### config.mk
export PLATFORM = sky130hd
export DESIGN_NAME = pc_fetch_ctrl_flat
export DESIGN_NICKNAME = d
export VERILOG_FILES = /design/src/rtl/pc_fetch_ctrl_if.sv /design/src/rtl/pc_fetch_ctrl.sv /design/src/flat_wrapper.sv
export SDC_FILE = /design/constraint.sdc
export NUM_CORES = 1
export LEC_CHECK = 0
export CORE_MARGIN = 2
export CORE_UTILIZATION = 50
export CTS_BUF_LIST = sky130_fd_sc_hd__clkbuf_8 sky130_fd_sc_hd__clkbuf_16
export DETAILED_ROUTE_END_ITERATION = 16
export GPL_ROUTABILITY_DRIVEN = 1
export GPL_TIMING_DRIVEN = 0
export PLACE_DENSITY_LB_ADDON = 0.05
export SETUP_SLACK_MARGIN = 0.2
export SYNTH_ARGS = -nofsm -noshare
export SYNTH_HDL_FRONTEND = slang
export SYNTH_SLANG_ARGS = --single-unit
### constraint.sdc
create_clock -name clk -period 3.4 [get_ports clk]
set_input_delay 0.68 -clock clk [delete_from_list [all_inputs] [get_ports clk]]
set_output_delay 0.68 -clock clk [all_outputs]
set_load 0.02 [all_outputs]
### src/rtl/pc_fetch_ctrl_if.sv
// Fetch-controller bus: control-unit/ALU inputs, imem handshake and PC/status outputs.
// misalign_trap exists only when PC_MISALIGN_TRAP_EN is defined.
interface pc_fetch_ctrl_if #(
  parameter int unsigned XLEN  = 32,
  parameter int unsigned CNT_W = 32
);
  logic [5:0]       cuOP;
  logic [XLEN-1:0]  rs1Read;
  logic [XLEN-1:0]  signExtend;
  logic             ALUneg;
  logic             Zero;
  logic             iready;
  logic             halt;
  logic             imem_ack;
  logic             imem_req;
  logic [XLEN-1:0]  imem_addr;
  logic             instr_valid;
  logic [XLEN-1:0]  PCaddr;
  logic [XLEN-1:0]  PClink;
  logic             taken;
  logic             halted;
  logic [CNT_W-1:0] instret;
`ifdef PC_MISALIGN_TRAP_EN
  logic             misalign_trap;
`endif

  modport slave (
    input  cuOP, rs1Read, signExtend, ALUneg, Zero, iready, halt, imem_ack,
`ifdef PC_MISALIGN_TRAP_EN
    output misalign_trap,
`endif
    output imem_req, imem_addr, instr_valid, PCaddr, PClink, taken, halted, instret
  );

  modport master (
    output cuOP, rs1Read, signExtend, ALUneg, Zero, iready, halt, imem_ack,
`ifdef PC_MISALIGN_TRAP_EN
    input  misalign_trap,
`endif
    input  imem_req, imem_addr, instr_valid, PCaddr, PClink, taken, halted, instret
  );
endinterface

### src/rtl/pc_fetch_ctrl.sv
// Program-counter / fetch sequencer: FETCH/EXEC/HALT handshake, jump/branch resolution,
// retired-instruction counter. Optional misaligned-target trap under PC_MISALIGN_TRAP_EN.
module pc_fetch_ctrl #(
  parameter int unsigned     XLEN      = 32,
  parameter logic [XLEN-1:0] RESET_VEC = '0,
  parameter int unsigned     CNT_W     = 32
) (
  input logic             clk,
  input logic             RST,
  pc_fetch_ctrl_if.slave  bus
);

  typedef enum logic [1:0] {StFetch = 2'd0, StExec = 2'd1, StHalt = 2'd2} state_t;

  state_t           r_state;
  logic [XLEN-1:0]  r_pc;
  logic [CNT_W-1:0] r_instret;
  logic             r_taken;

  logic [XLEN-1:0]  w_seq;
  logic [XLEN-1:0]  w_rel;
  logic [XLEN-1:0]  w_jalr;
  logic [XLEN-1:0]  w_next;
  logic             w_redirect;
  logic             w_is_br;
  logic             w_cond;
  logic             w_trap;

  always_comb begin
    w_seq      = r_pc + XLEN'(4);
    w_rel      = r_pc + bus.signExtend;
    w_jalr     = (bus.rs1Read + bus.signExtend) & ~XLEN'(1);
    w_next     = w_seq;
    w_redirect = 1'b0;
    w_is_br    = 1'b0;
    w_cond     = 1'b0;
    case (bus.cuOP)
      6'd2: begin w_redirect = 1'b1; w_next = w_rel;  end
      6'd3: begin w_redirect = 1'b1; w_next = w_jalr; end
      6'd4: begin w_is_br = 1'b1; w_cond = bus.Zero;    end
      6'd5: begin w_is_br = 1'b1; w_cond = !bus.Zero;   end
      6'd6, 6'd8: begin w_is_br = 1'b1; w_cond = bus.ALUneg;  end
      6'd7, 6'd9: begin w_is_br = 1'b1; w_cond = !bus.ALUneg; end
      default: ;
    endcase
    if (w_is_br && w_cond) begin
      w_redirect = 1'b1;
      w_next     = w_rel;
    end
`ifdef PC_MISALIGN_TRAP_EN
    w_trap = w_redirect && (w_next[1:0] != 2'b00);
`else
    w_trap = 1'b0;
`endif
  end

`ifdef PC_MISALIGN_TRAP_EN
  logic r_trap;
  assign bus.misalign_trap = r_trap;
`endif

  always_ff @(posedge clk) begin
    if (RST) begin
      r_state   <= StFetch;
      r_pc      <= RESET_VEC;
      r_instret <= '0;
      r_taken   <= 1'b0;
`ifdef PC_MISALIGN_TRAP_EN
      r_trap    <= 1'b0;
`endif
    end else begin
      r_taken <= 1'b0;
      case (r_state)
        StFetch: if (bus.imem_ack) r_state <= StExec;
        StExec: begin
          if (bus.iready) begin
            if (w_trap) begin
              // Faulting target: keep PC and count, park in HALT.
`ifdef PC_MISALIGN_TRAP_EN
              r_trap  <= 1'b1;
`endif
              r_state <= StHalt;
            end else begin
              r_pc      <= w_next;
              r_instret <= r_instret + CNT_W'(1);
              r_taken   <= w_redirect;
              r_state   <= bus.halt ? StHalt : StFetch;
            end
          end
        end
        StHalt:  ;
        default: r_state <= StFetch;
      endcase
    end
  end

  assign bus.imem_req    = (r_state == StFetch);
  assign bus.instr_valid = (r_state == StExec);
  assign bus.halted      = (r_state == StHalt);
  assign bus.imem_addr   = r_pc;
  assign bus.PCaddr      = r_pc;
  assign bus.PClink      = w_seq;
  assign bus.taken       = r_taken;
  assign bus.instret     = r_instret;

endmodule

### src/flat_wrapper.sv
// flat-port wrapper written by rule: the top's interface ports become plain ports
module pc_fetch_ctrl_flat 
#(
  parameter int unsigned     XLEN      = 32,
  parameter logic [XLEN-1:0] RESET_VEC = '0,
  parameter int unsigned     CNT_W     = 32
)
  (clk, RST, bus_cuOP, bus_rs1Read, bus_signExtend, bus_ALUneg, bus_Zero, bus_iready, bus_halt, bus_imem_ack, bus_imem_req, bus_imem_addr, bus_instr_valid, bus_PCaddr, bus_PClink, bus_taken, bus_halted, bus_instret);
  pc_fetch_ctrl_if #(.XLEN(XLEN), .CNT_W(CNT_W)) bus_i ();
  input logic clk;
  input logic RST;
  input wire logic [$bits(bus_i.cuOP)-1:0] bus_cuOP;
  input wire logic [$bits(bus_i.rs1Read)-1:0] bus_rs1Read;
  input wire logic [$bits(bus_i.signExtend)-1:0] bus_signExtend;
  input wire logic [$bits(bus_i.ALUneg)-1:0] bus_ALUneg;
  input wire logic [$bits(bus_i.Zero)-1:0] bus_Zero;
  input wire logic [$bits(bus_i.iready)-1:0] bus_iready;
  input wire logic [$bits(bus_i.halt)-1:0] bus_halt;
  input wire logic [$bits(bus_i.imem_ack)-1:0] bus_imem_ack;
  output wire logic [$bits(bus_i.imem_req)-1:0] bus_imem_req;
  output wire logic [$bits(bus_i.imem_addr)-1:0] bus_imem_addr;
  output wire logic [$bits(bus_i.instr_valid)-1:0] bus_instr_valid;
  output wire logic [$bits(bus_i.PCaddr)-1:0] bus_PCaddr;
  output wire logic [$bits(bus_i.PClink)-1:0] bus_PClink;
  output wire logic [$bits(bus_i.taken)-1:0] bus_taken;
  output wire logic [$bits(bus_i.halted)-1:0] bus_halted;
  output wire logic [$bits(bus_i.instret)-1:0] bus_instret;
  assign bus_i.cuOP = bus_cuOP;
  assign bus_i.rs1Read = bus_rs1Read;
  assign bus_i.signExtend = bus_signExtend;
  assign bus_i.ALUneg = bus_ALUneg;
  assign bus_i.Zero = bus_Zero;
  assign bus_i.iready = bus_iready;
  assign bus_i.halt = bus_halt;
  assign bus_i.imem_ack = bus_imem_ack;
  assign bus_imem_req = bus_i.imem_req;
  assign bus_imem_addr = bus_i.imem_addr;
  assign bus_instr_valid = bus_i.instr_valid;
  assign bus_PCaddr = bus_i.PCaddr;
  assign bus_PClink = bus_i.PClink;
  assign bus_taken = bus_i.taken;
  assign bus_halted = bus_i.halted;
  assign bus_instret = bus_i.instret;
  pc_fetch_ctrl #(.XLEN(XLEN), .RESET_VEC(RESET_VEC), .CNT_W(CNT_W)) u_core (.clk(clk), .RST(RST), .bus(bus_i));
endmodule
* Word level (Yosys, flattened, before mapping)
Cells that the tools add are included.
Word-level totals: register bits after elaboration 67, input bits 77
Cells by class: $add $sub $neg 4, equal/unequal tests 12, multiplexer cells 10, bitwise operators 3, reductions and logical operators 11
Operator list (count):
- adder 32 bit | 2
- case mux 32 bit (2 select lines) | 1
- adder 32 x 1 -> 32 bit (second input constant) | 1
- adder 32 x 3 -> 32 bit (second input constant) | 1
- 2-to-1 mux 32 bit | 1
- == test 6 x 3 -> 1 bit (second input constant) | 4
- == test 6 x 2 -> 1 bit (second input constant) | 2
- == test 6 x 4 -> 1 bit (second input constant) | 2
- 2-to-1 mux 2 bit | 3
- case mux 2 bit (3 select lines) | 1
- OR reduction 2 bit | 3
- OR reduction 6 bit | 1
- != test 2 bit (second input constant) | 2
- case mux 1 bit (4 select lines) | 1
- 2-to-1 mux 1 bit | 3
- NOT 1 bit | 3
- AND reduction 3 bit | 1
- OR reduction 3 bit | 1
- == test 2 x 1 -> 1 bit (second input constant) | 1
- == test 2 bit (second input constant) | 1
- logical NOT 1 bit | 2
- logical NOT 2 bit | 1
- AND reduction 2 bit | 1
- logical AND 1 bit | 1

* Depth between registers and ports, before layout
Gate-level depths: netlist (run 1).
word-level depth 5, depth in mapped cells 10, gate-level depth less buffers 10

* Worst setup path after synthesis (run 1)
OpenSTA, ideal clock, no wires.
kind input -> register, from input bus_signExtend[0], to register u_core.r_pc[20] (netlist: u_core.bus.PCaddr[20]), library setup time 0.134 ns, data arrival time 3.011 ns, required time 3.266 ns, slack 0.255 ns, stages on the path 10, path through ha_1 fa_1 a21o_1 a221oi_2 o211ai_2 and3_1 o311a_1 or3_1 a311oi_1 a211oi_1
On the way: word-level cells in the longest chain between the ends 3, elaborated cells between the ends (all ways) 4, classes of those cells add/sub: 2; mux: 2
Ends and longest elaborated chain:
- start, declared | RTL line flat_wrapper.sv:14 | input wire logic [$bits(bus_i.signExtend)-1:0] bus_signExtend;
- adder 32 bit, on equally long branches | RTL line pc_fetch_ctrl.sv:32, pc_fetch_ctrl.sv:31
- case mux 32 bit (2 select lines) | RTL line pc_fetch_ctrl.sv:37 | case (bus.cuOP)
- 2-to-1 mux 32 bit * | RTL line pc_fetch_ctrl.sv:46 | if (w_is_br && w_cond) begin
- end signal, assigned | RTL line pc_fetch_ctrl.sv:84 | r_pc <= w_next;
- end, declared | RTL line pc_fetch_ctrl.sv:16 | logic [XLEN-1:0] r_pc;
Every way passes the cells marked *; elsewhere a longest branch is shown, timed or not. A chain may end at the register's enable or synchronous reset.

* Final worst setup path (run 1)
from input bus_signExtend[2], to register u_core.r_pc[16] (netlist: u_core.bus.PCaddr[16])
The elaborated chain is that of the path after synthesis.

==> PnR_summary.wiki, run 1 <==
{| class="wikitable"
! Metric !! Value
|-
| Count of unresolved DRC violations after routing || 0
|-
| Count of warnings emitted by yosys || 0
|-
| Clock latency on the worst-skew pair || 0.35 ns
|-
| Post-synthesis compound-gate area fraction || 0.270
|-
| Quantity of I/O buffers inserted on ports || 207
|-
| Netlist Area Pre-Place || 7330 sq um
|-
| Average wire per cell in the routed design || 19.9 um
|-
| Top fanout value on the critical path || 5
|-
| Final count of negative-setup-slack endpoints || 0
|-
| Vias in the first global route || 7,882
|-
| Total number of clock tree sinks || 67
|-
| Endpoint type of the worst setup path || register
|-
| Number of hold-slack violations in the final timing report || 0
|-
| Mean number of vias per cell || 6.19
|-
| First-pass GRT wire length || 42,400 um
|-
| Detailed placer's ending HPWL || 20,400 um
|-
| Post-route worst hold slack || 0.482 ns
|-
| Cell type contributing the most total cell area after synthesis || sky130_fd_sc_hd__dfxtp_1
|-
| RSZ-0062 raised after global routing || true
|-
| Count of different cell masters after synthesis || 74
|-
| Total placed instance area || 9630 sq um
|-
| Final Skew || 0.00450 ns
|-
| Register-to-Register Path Depth || 10
|-
| Post-synthesis mux area share || 0.00683
|-
| DRT Pass-1 Iters || 6
|-
| Chain of cells forming the critical path || clkdlybuf4s50_1 -> ha_1 -> nor2b_4 -> o31ai_4 -> a21oi_2 -> buf_6 -> buf_4 -> o31ai_2 -> a21oi_1 -> o21ai_0 -> nand3b_1 -> a311oi_1
|-
| Syn nets || 1,132
|-
| Antenna diode instance count || 0
|-
| Grt total ovfl || 0
|-
| Maximum single-stage delay on the critical path || 0.49 ns
|-
| CTS tree || done
|-
| Effective utilization at floorplan || 0.508
|-
| Worst-path clk slew || 0.06 ns
|-
| Overall die height || 125 um
|-
| Number of nets with antenna violations after routing || 0
|-
| Seq cells post-synth || 67
|-
| Relative slew slack || 0.407
|-
| Share of cells above drive strength 1 || 0.159
|-
| Clock Path Buffers || 2
|-
| Horizontal extent of the die || 125 um
|-
| Worst endpoint required time || 3.63 ns
|-
| Cell with the biggest individual delay on the critical path || sky130_fd_sc_hd__clkdlybuf4s50_1
|-
| Total number of vias || 8,773
|-
| Final wirelength || 28,200 um
|-
| EDFF count, synth || 0
|-
| Floorplan core area || 14,400 sq um
|-
| Run status || finished clean
|-
| Mean Syn Cell Area || 7.40 sq um
|-
| Top cells by area, synth || sky130_fd_sc_hd__dfxtp_1 (18%), sky130_fd_sc_hd__ha_1 (11%), sky130_fd_sc_hd__a21oi_1 (6.3%), sky130_fd_sc_hd__xnor2_1 (6.0%), sky130_fd_sc_hd__nor2_1 (5.4%)
|-
| Fraction of synthesized cell area in xor and xnor cells || 0.100
|-
| Number of levels the H-tree was split into || 3
|-
| Number of cells traversed by the worst hold path || 1
|-
| Final cell count without fillers || 1,418
|-
| PD cells || 285 nW/um^2
|-
| Overall global routing resource usage || 0.337
|-
| Number of antenna violations at the first check in global routing || 0
|-
| Top flip-flop cell by instance count after synthesis || sky130_fd_sc_hd__dfxtp_1
|-
| Most frequent cells in the layout || sky130_fd_sc_hd__clkdlybuf4s50_1 (181), sky130_fd_sc_hd__nor2_1 (104), sky130_fd_sc_hd__a21oi_1 (79)
|-
| Period Utilization, post-route || 0.944
|-
| Leakage || 4.38 nW
|-
| Final net count || 1,371
|-
| Final Slew Violations || 0
|-
| Count of boundary I/O pins || 209
|-
| Most common library cell in the layout ignoring fill and taps || sky130_fd_sc_hd__clkdlybuf4s50_1
|-
| Slew @ Worst Pin || 0.890 ns
|-
| Dominant combinational cell family by area after synthesis || compound AO/OA/AOI/OAI gates
|-
| Largest net degree at the start of global routing || 15
|-
| Die Area || 15,600 sq um
|-
| Cells after DPL || 1,381
|-
| Share of synthesized registers carrying an async set or reset || 0
|-
| Type of the setup path with the least slack || primary input to register
|-
| Number of DRC violations after detailed-routing iteration 0 || 861
|-
| Post-CTS Hold Fix Bufs || 0
|-
| Area fraction of the dominant cell type after synthesis || 0.183
|-
| Gate Count Post-Synth || 990
|-
| Max-cap viol count || 0
|-
| Arrival time of the worst setup path || 3.44 ns
|-
| CP startpoint kind || primary input
|-
| Path category of the worst min-delay check || register to register
|-
| Clock Root Buffer || sky130_fd_sc_hd__clkbuf_16
|-
| Achievable Freq || 312 MHz
|-
| Worst vdd rail ir drop || 255 uV
|-
| Sequential element share of the synthesized area || 0.183
|-
| Row cnt || 44
|-
| Adder and majority gate portion of the synthesized area || 0.113
|-
| Post-route cell area || 10,700 sq um
|-
| Post-synthesis simple-gate area fraction || 0.262
|-
| Placer's final routability congestion estimate || 0.980
|-
| Total clock buffers created by CTS || 9
|-
| Area added between synthesis and finish || 46.4%
|-
| Tmin final || 3.21 ns
|}
-- final cells by class --
cell class	instances	area (sq um)
Multi-Input combinational cell	832	6100
Fill cell	1176	3690
Timing Repair Buffer	228	2220
Sequential cell	67	1380
Buffer	69	410
Tap cell	184	230
Clock buffer	9	225
Inverter	22	82.6
Clock inverter	7	81.3
-- synthesized netlist by cell type (all sizes together), types with 4 or more instances --
cell / number
a211oi: 22
a21boi: 6
a21o: 27
a21oi: 92
a221oi: 17
a311oi: 5
a31oi: 4
and2: 9
and3: 21
and4: 5
buf: 37
clkbuf: 32
dfxtp: 67
ha: 63
inv: 22
mux2i: 5
nand2: 78
nand2b: 7
nand3: 47
nand3b: 11
nand4: 19
nor2: 106
nor2b: 5
nor3: 34
nor3b: 7
nor4: 4
o211ai: 5
o21a: 13
o21ai: 53
o21bai: 7
o22ai: 4
o311a: 4
o31a: 4
o31ai: 7
or2: 5
or3: 19
xnor2: 50
xor2: 34
-- what timing repair did --
action	in CTS	in global routing
gates resized for setup	87	114
setup buffers	11	10
pin swaps	10	24
endpoints found under the hold margin	0	0
setup endpoints to repair	42	44
-- report_power, final --
part	leakage (nW)	switching (mW)	internal (mW)	total, mW
clock	0.148	0.429	0.582	1.01
combinational	3.68	0.650	0.535	1.18
sequential	0.553	0.0556	0.806	0.862
total	4.38	1.13	1.92	3.06
-- logic make-up (layout without fill, tap and decap cells) --
kind of cell | count (synthesis) | count (layout)
AOI/OAI and AO/OA | 295 | 295
DFF | 67 | 67
buffers and inverters | 91 | 335
muxes | 5 | 5
adders and majority gates | 65 | 65
xor gates and xnor gates | 84 | 84
and+or+nand+nor | 383 | 383
-- registers in the layout (all words and copies together) (netlist names) --
register and flops:
u_core.bus.PCaddr 32, u_core.bus.instret 32, u_core.bus.taken 1, u_core.r_state 2
-- metrics by stage --
stage	setup WS, ns	TNS, ns	total power, mW	utilization
5_1_grt	0.0545	0	3.17	0.744
4_1_cts	0.0421	0	2.94	0.709
6_report	0.190	0	3.06	0.744
3_3_place_gp	-0.819	-9.47	1.91	0.668
3_5_place_dp	-0.801	-9.74	1.91	0.668
2_1_floorplan	0.255	0	1.51	-
-- worst max-delay path, delay by kind of cell --
family                   cells  cell delay (ns)
AO/OA/AOI/OAI                6             1.28
buffers and inverters        3             0.81
adder cells (fa/ha/maj)      1             0.39
AND/OR/NAND/NOR              2             0.28
-- worst paths after layout --
check / end / startpoint / slack [ns]
min: u_core.r_state[0] / u_core.r_state[1] / 0.48
max: u_core.bus.PCaddr[16] / bus_signExtend[2] / 0.19
min reg2reg: u_core.r_state[0] / u_core.r_state[1] / 0.48
max reg2reg: u_core.bus.PCaddr[20] / u_core.bus.PCaddr[0] / 0.45
-- metal layers --
layer,track usage,wire length (um)
met1,0.448,11600
met2,0.553,13200
met3,0.0650,2560
met4,0.104,858
met5,0,0
Power figures use the tool's default switching activity.
==> run 2: changes to the inputs <==
Settings changed: SLEW_MARGIN set to 20.
Clock period 3.4 ns to 3.28 ns, I/O delays scaled along.
==> PnR_summary.wiki, run 2 (synthesis gave the netlist of run 1 again) <==
{| class="wikitable"
! Metric !! Value
|-
| Number of nets with antenna violations after routing || 0
|-
| Register-to-Register Path Depth || 10
|-
| Final wirelength || 27,900 um
|-
| Count of unresolved DRC violations after routing || 0
|-
| Endpoint of the lowest-slack register-to-register path || u_core.bus.PCaddr[20]
|-
| Leakage || 4.61 nW
|-
| Final count of negative-setup-slack endpoints || 0
|-
| Final net count || 1,379
|-
| Die Area || 15,600 sq um
|-
| Most frequent cells in the layout || sky130_fd_sc_hd__clkdlybuf4s50_1 (155), sky130_fd_sc_hd__nor2_1 (103), sky130_fd_sc_hd__nand2_1 (76), sky130_fd_sc_hd__a21oi_1 (76), sky130_fd_sc_hd__buf_4 (67)
|-
| CP startpoint kind || primary input
|-
| Largest net degree at the start of global routing || 14
|-
| Grt total ovfl || 0
|-
| Total number of clock tree sinks || 67
|-
| Number of cells traversed by the worst hold path || 1
|-
| Count of boundary I/O pins || 209
|-
| Run status || finished clean
|-
| Effective utilization at floorplan || 0.508
|-
| RSZ-0062 raised after global routing || true
|-
| Max-cap viol count || 0
|-
| Startpoint of the worst register-to-register path || u_core.bus.PCaddr[0]
|-
| Vias in the first global route || 8,004
|-
| Start point of the worst min-delay path || u_core.r_state[1]
|-
| Row cnt || 44
|-
| CTS tree || done
|-
| DRT Pass-1 Iters || 6
|-
| Tmin final || 3.09 ns
|-
| Quantity of I/O buffers inserted on ports || 207
|-
| Relative slew slack || 0.442
|-
| Share of cells above drive strength 1 || 0.184
|-
| Total clock buffers created by CTS || 9
|-
| Overall global routing resource usage || 0.333
|-
| Total negative slack || 0 ns
|-
| Type of the setup path with the least slack || primary input to register
|-
| Area added between synthesis and finish || 49.0%
|-
| Cells after DPL || 1,381
|-
| Placer's final routability congestion estimate || 0.982
|-
| Kind of cell with the highest combined delay on the critical path || compound AO/OA/AOI/OAI gates
|-
| Clock latency on the worst-skew pair || 0.34 ns
|-
| Worst vdd rail ir drop || 284 uV
|-
| Floorplan core area || 14,400 sq um
|-
| Final Slew Violations || 0
|-
| Clock Path Buffers || 2
|-
| Post-CTS Hold Fix Bufs || 0
|-
| Buffers and inverters on the worst path || 2
|-
| Final cell count without fillers || 1,426
|-
| Post-placement setup slack || -0.928 ns
|-
| Mean number of vias per cell || 6.19
|-
| Final Skew || 0.00779 ns
|-
| PD cells || 281 nW/um^2
|-
| Endpoint of the worst hold path || u_core.r_state[0]
|-
| Maximum single-stage delay on the critical path || 0.49 ns
|-
| Number of hold-slack violations in the final timing report || 0
|-
| Antenna diode instance count || 0
|-
| Number of DRC violations after detailed-routing iteration 0 || 961
|-
| First-pass GRT wire length || 42,500 um
|-
| Total number of vias || 8,834
|-
| Slew @ Worst Pin || 0.836 ns
|-
| Detailed placer's ending HPWL || 20,300 um
|-
| Share of the core filled with cells || 0.757
|-
| Path category of the worst min-delay check || register to register
|-
| Achievable Freq || 324 MHz
|-
| Average wire per cell in the routed design || 19.5 um
|-
| Number of antenna violations at the first check in global routing || 0
|-
| Overall die height || 125 um
|-
| Endpoint type of the worst setup path || register
|-
| Horizontal extent of the die || 125 um
|-
| Worst-path clk slew || 0.06 ns
|-
| Arrival time of the worst setup path || 3.33 ns
|-
| Setup slack of the most critical reg-to-reg path || 0.31 ns
|-
| Most common library cell in the layout ignoring fill and taps || sky130_fd_sc_hd__clkdlybuf4s50_1
|-
| Clock Root Buffer || sky130_fd_sc_hd__clkbuf_16
|-
| Period Utilization, post-route || 0.941
|-
| Post-layout worst setup margin || 0.193 ns
|-
| Top fanout value on the critical path || 10
|-
| Chain of cells forming the critical path || clkdlybuf4s50_1 -> ha_1 -> clkbuf_2 -> nand2_1 -> o21ai_0 -> o31ai_1 -> a21oi_1 -> a2111oi_2 -> xnor2_1 -> a221oi_2 -> a311oi_1
|-
| Number of levels the H-tree was split into || 3
|-
| Worst endpoint required time || 3.53 ns
|-
| Cell with the biggest individual delay on the critical path || sky130_fd_sc_hd__clkdlybuf4s50_1
|}
run 2: cell types whose count changed in the layout (fill, tap and decap cells not counted), sizes merged:
cell	change
clkinv	+3
dlygate4sd2	+2
bufinv	-1
clkdlybuf4s15	+2
buf	+13
dlymetal6s2s	+20
clkinvlp	+1
clkdlybuf4s50	-26
inv	-3
clkbuf	-3
run 2: metrics by stage:
step                hold WS [ns]  total power, mW  area [sq um]
CTS                        0.471             2.95         10300
detailed placement         0.482             1.98          9630
finish                     0.475             3.07         10900
floorplan                  0.440             1.57          7330
global route               0.498             3.19         10900
global placement           0.465             1.97          9630
run 2: worst max-delay path by stage:
stage                  startpoint                     to  depth (start not counted)
2_1_floorplan   bus_signExtend[0]  u_core.bus.PCaddr[20]                         10
3_3_place_gp    bus_signExtend[1]  u_core.bus.PCaddr[30]                         11
3_5_place_dp    bus_signExtend[1]  u_core.bus.PCaddr[30]                         11
4_1_cts        bus_signExtend[14]  u_core.bus.PCaddr[29]                         11
5_1_grt        bus_signExtend[24]  u_core.bus.PCaddr[29]                         11
6_report       bus_signExtend[24]  u_core.bus.PCaddr[29]                         11
run 2: final cells by class:
cell class,instances,area (sq um)
inverter,22,82.6
fill,1139,3510
sequential,67,1390
timing repair buffer,236,2320
clock buffer,9,225
multi-input combinational,832,6190
tap,184,230
buffer,69,428
clock inverter,7,51.3
run 2: timing repair:
item,4_1_cts,5_1_grt
buffers inserted,12,17
gates resized for setup,121,144
pin swaps,19,33
endpoints found under the setup margin,53,47
run 2: metal layers:
metal	up-vias	GRT usage	routed length, um
met2	493	0.543	12800
met3	90	0.0629	2390
met5	-	0	0
met1	4107	0.440	11600
met4	0	0.125	1070
li1	4144	-	-
run 2: report_power, final:
part / internal (mW) / leakage [nW] / switching, mW
Sequential: 0.836 / 0.554 / 0.0572
Combinational: 0.571 / 3.92 / 0.679
Clock: 0.516 / 0.132 / 0.411
Total: 1.92 / 4.61 / 1.15
run 2: worst reg2reg max path: stages, from the launching register on:
cell and delay (ns):
sky130_fd_sc_hd__dfxtp_2 0.36, sky130_fd_sc_hd__ha_4 0.18, sky130_fd_sc_hd__fa_2 0.35, sky130_fd_sc_hd__a21o_1 0.21
sky130_fd_sc_hd__a221oi_4 0.32, sky130_fd_sc_hd__o211ai_2 0.15, sky130_fd_sc_hd__and3_4 0.22, sky130_fd_sc_hd__o311a_1 0.31
sky130_fd_sc_hd__or3_4 0.34, sky130_fd_sc_hd__a311oi_2 0.27, sky130_fd_sc_hd__a211oi_2 0.12
==> run 3: changes to the inputs <==
Settings changed: CTS_CLUSTER_DIAMETER set to 60.
==> results of run 3 <==
No change in the layout: final DEF, timing and power equal those of run 2.
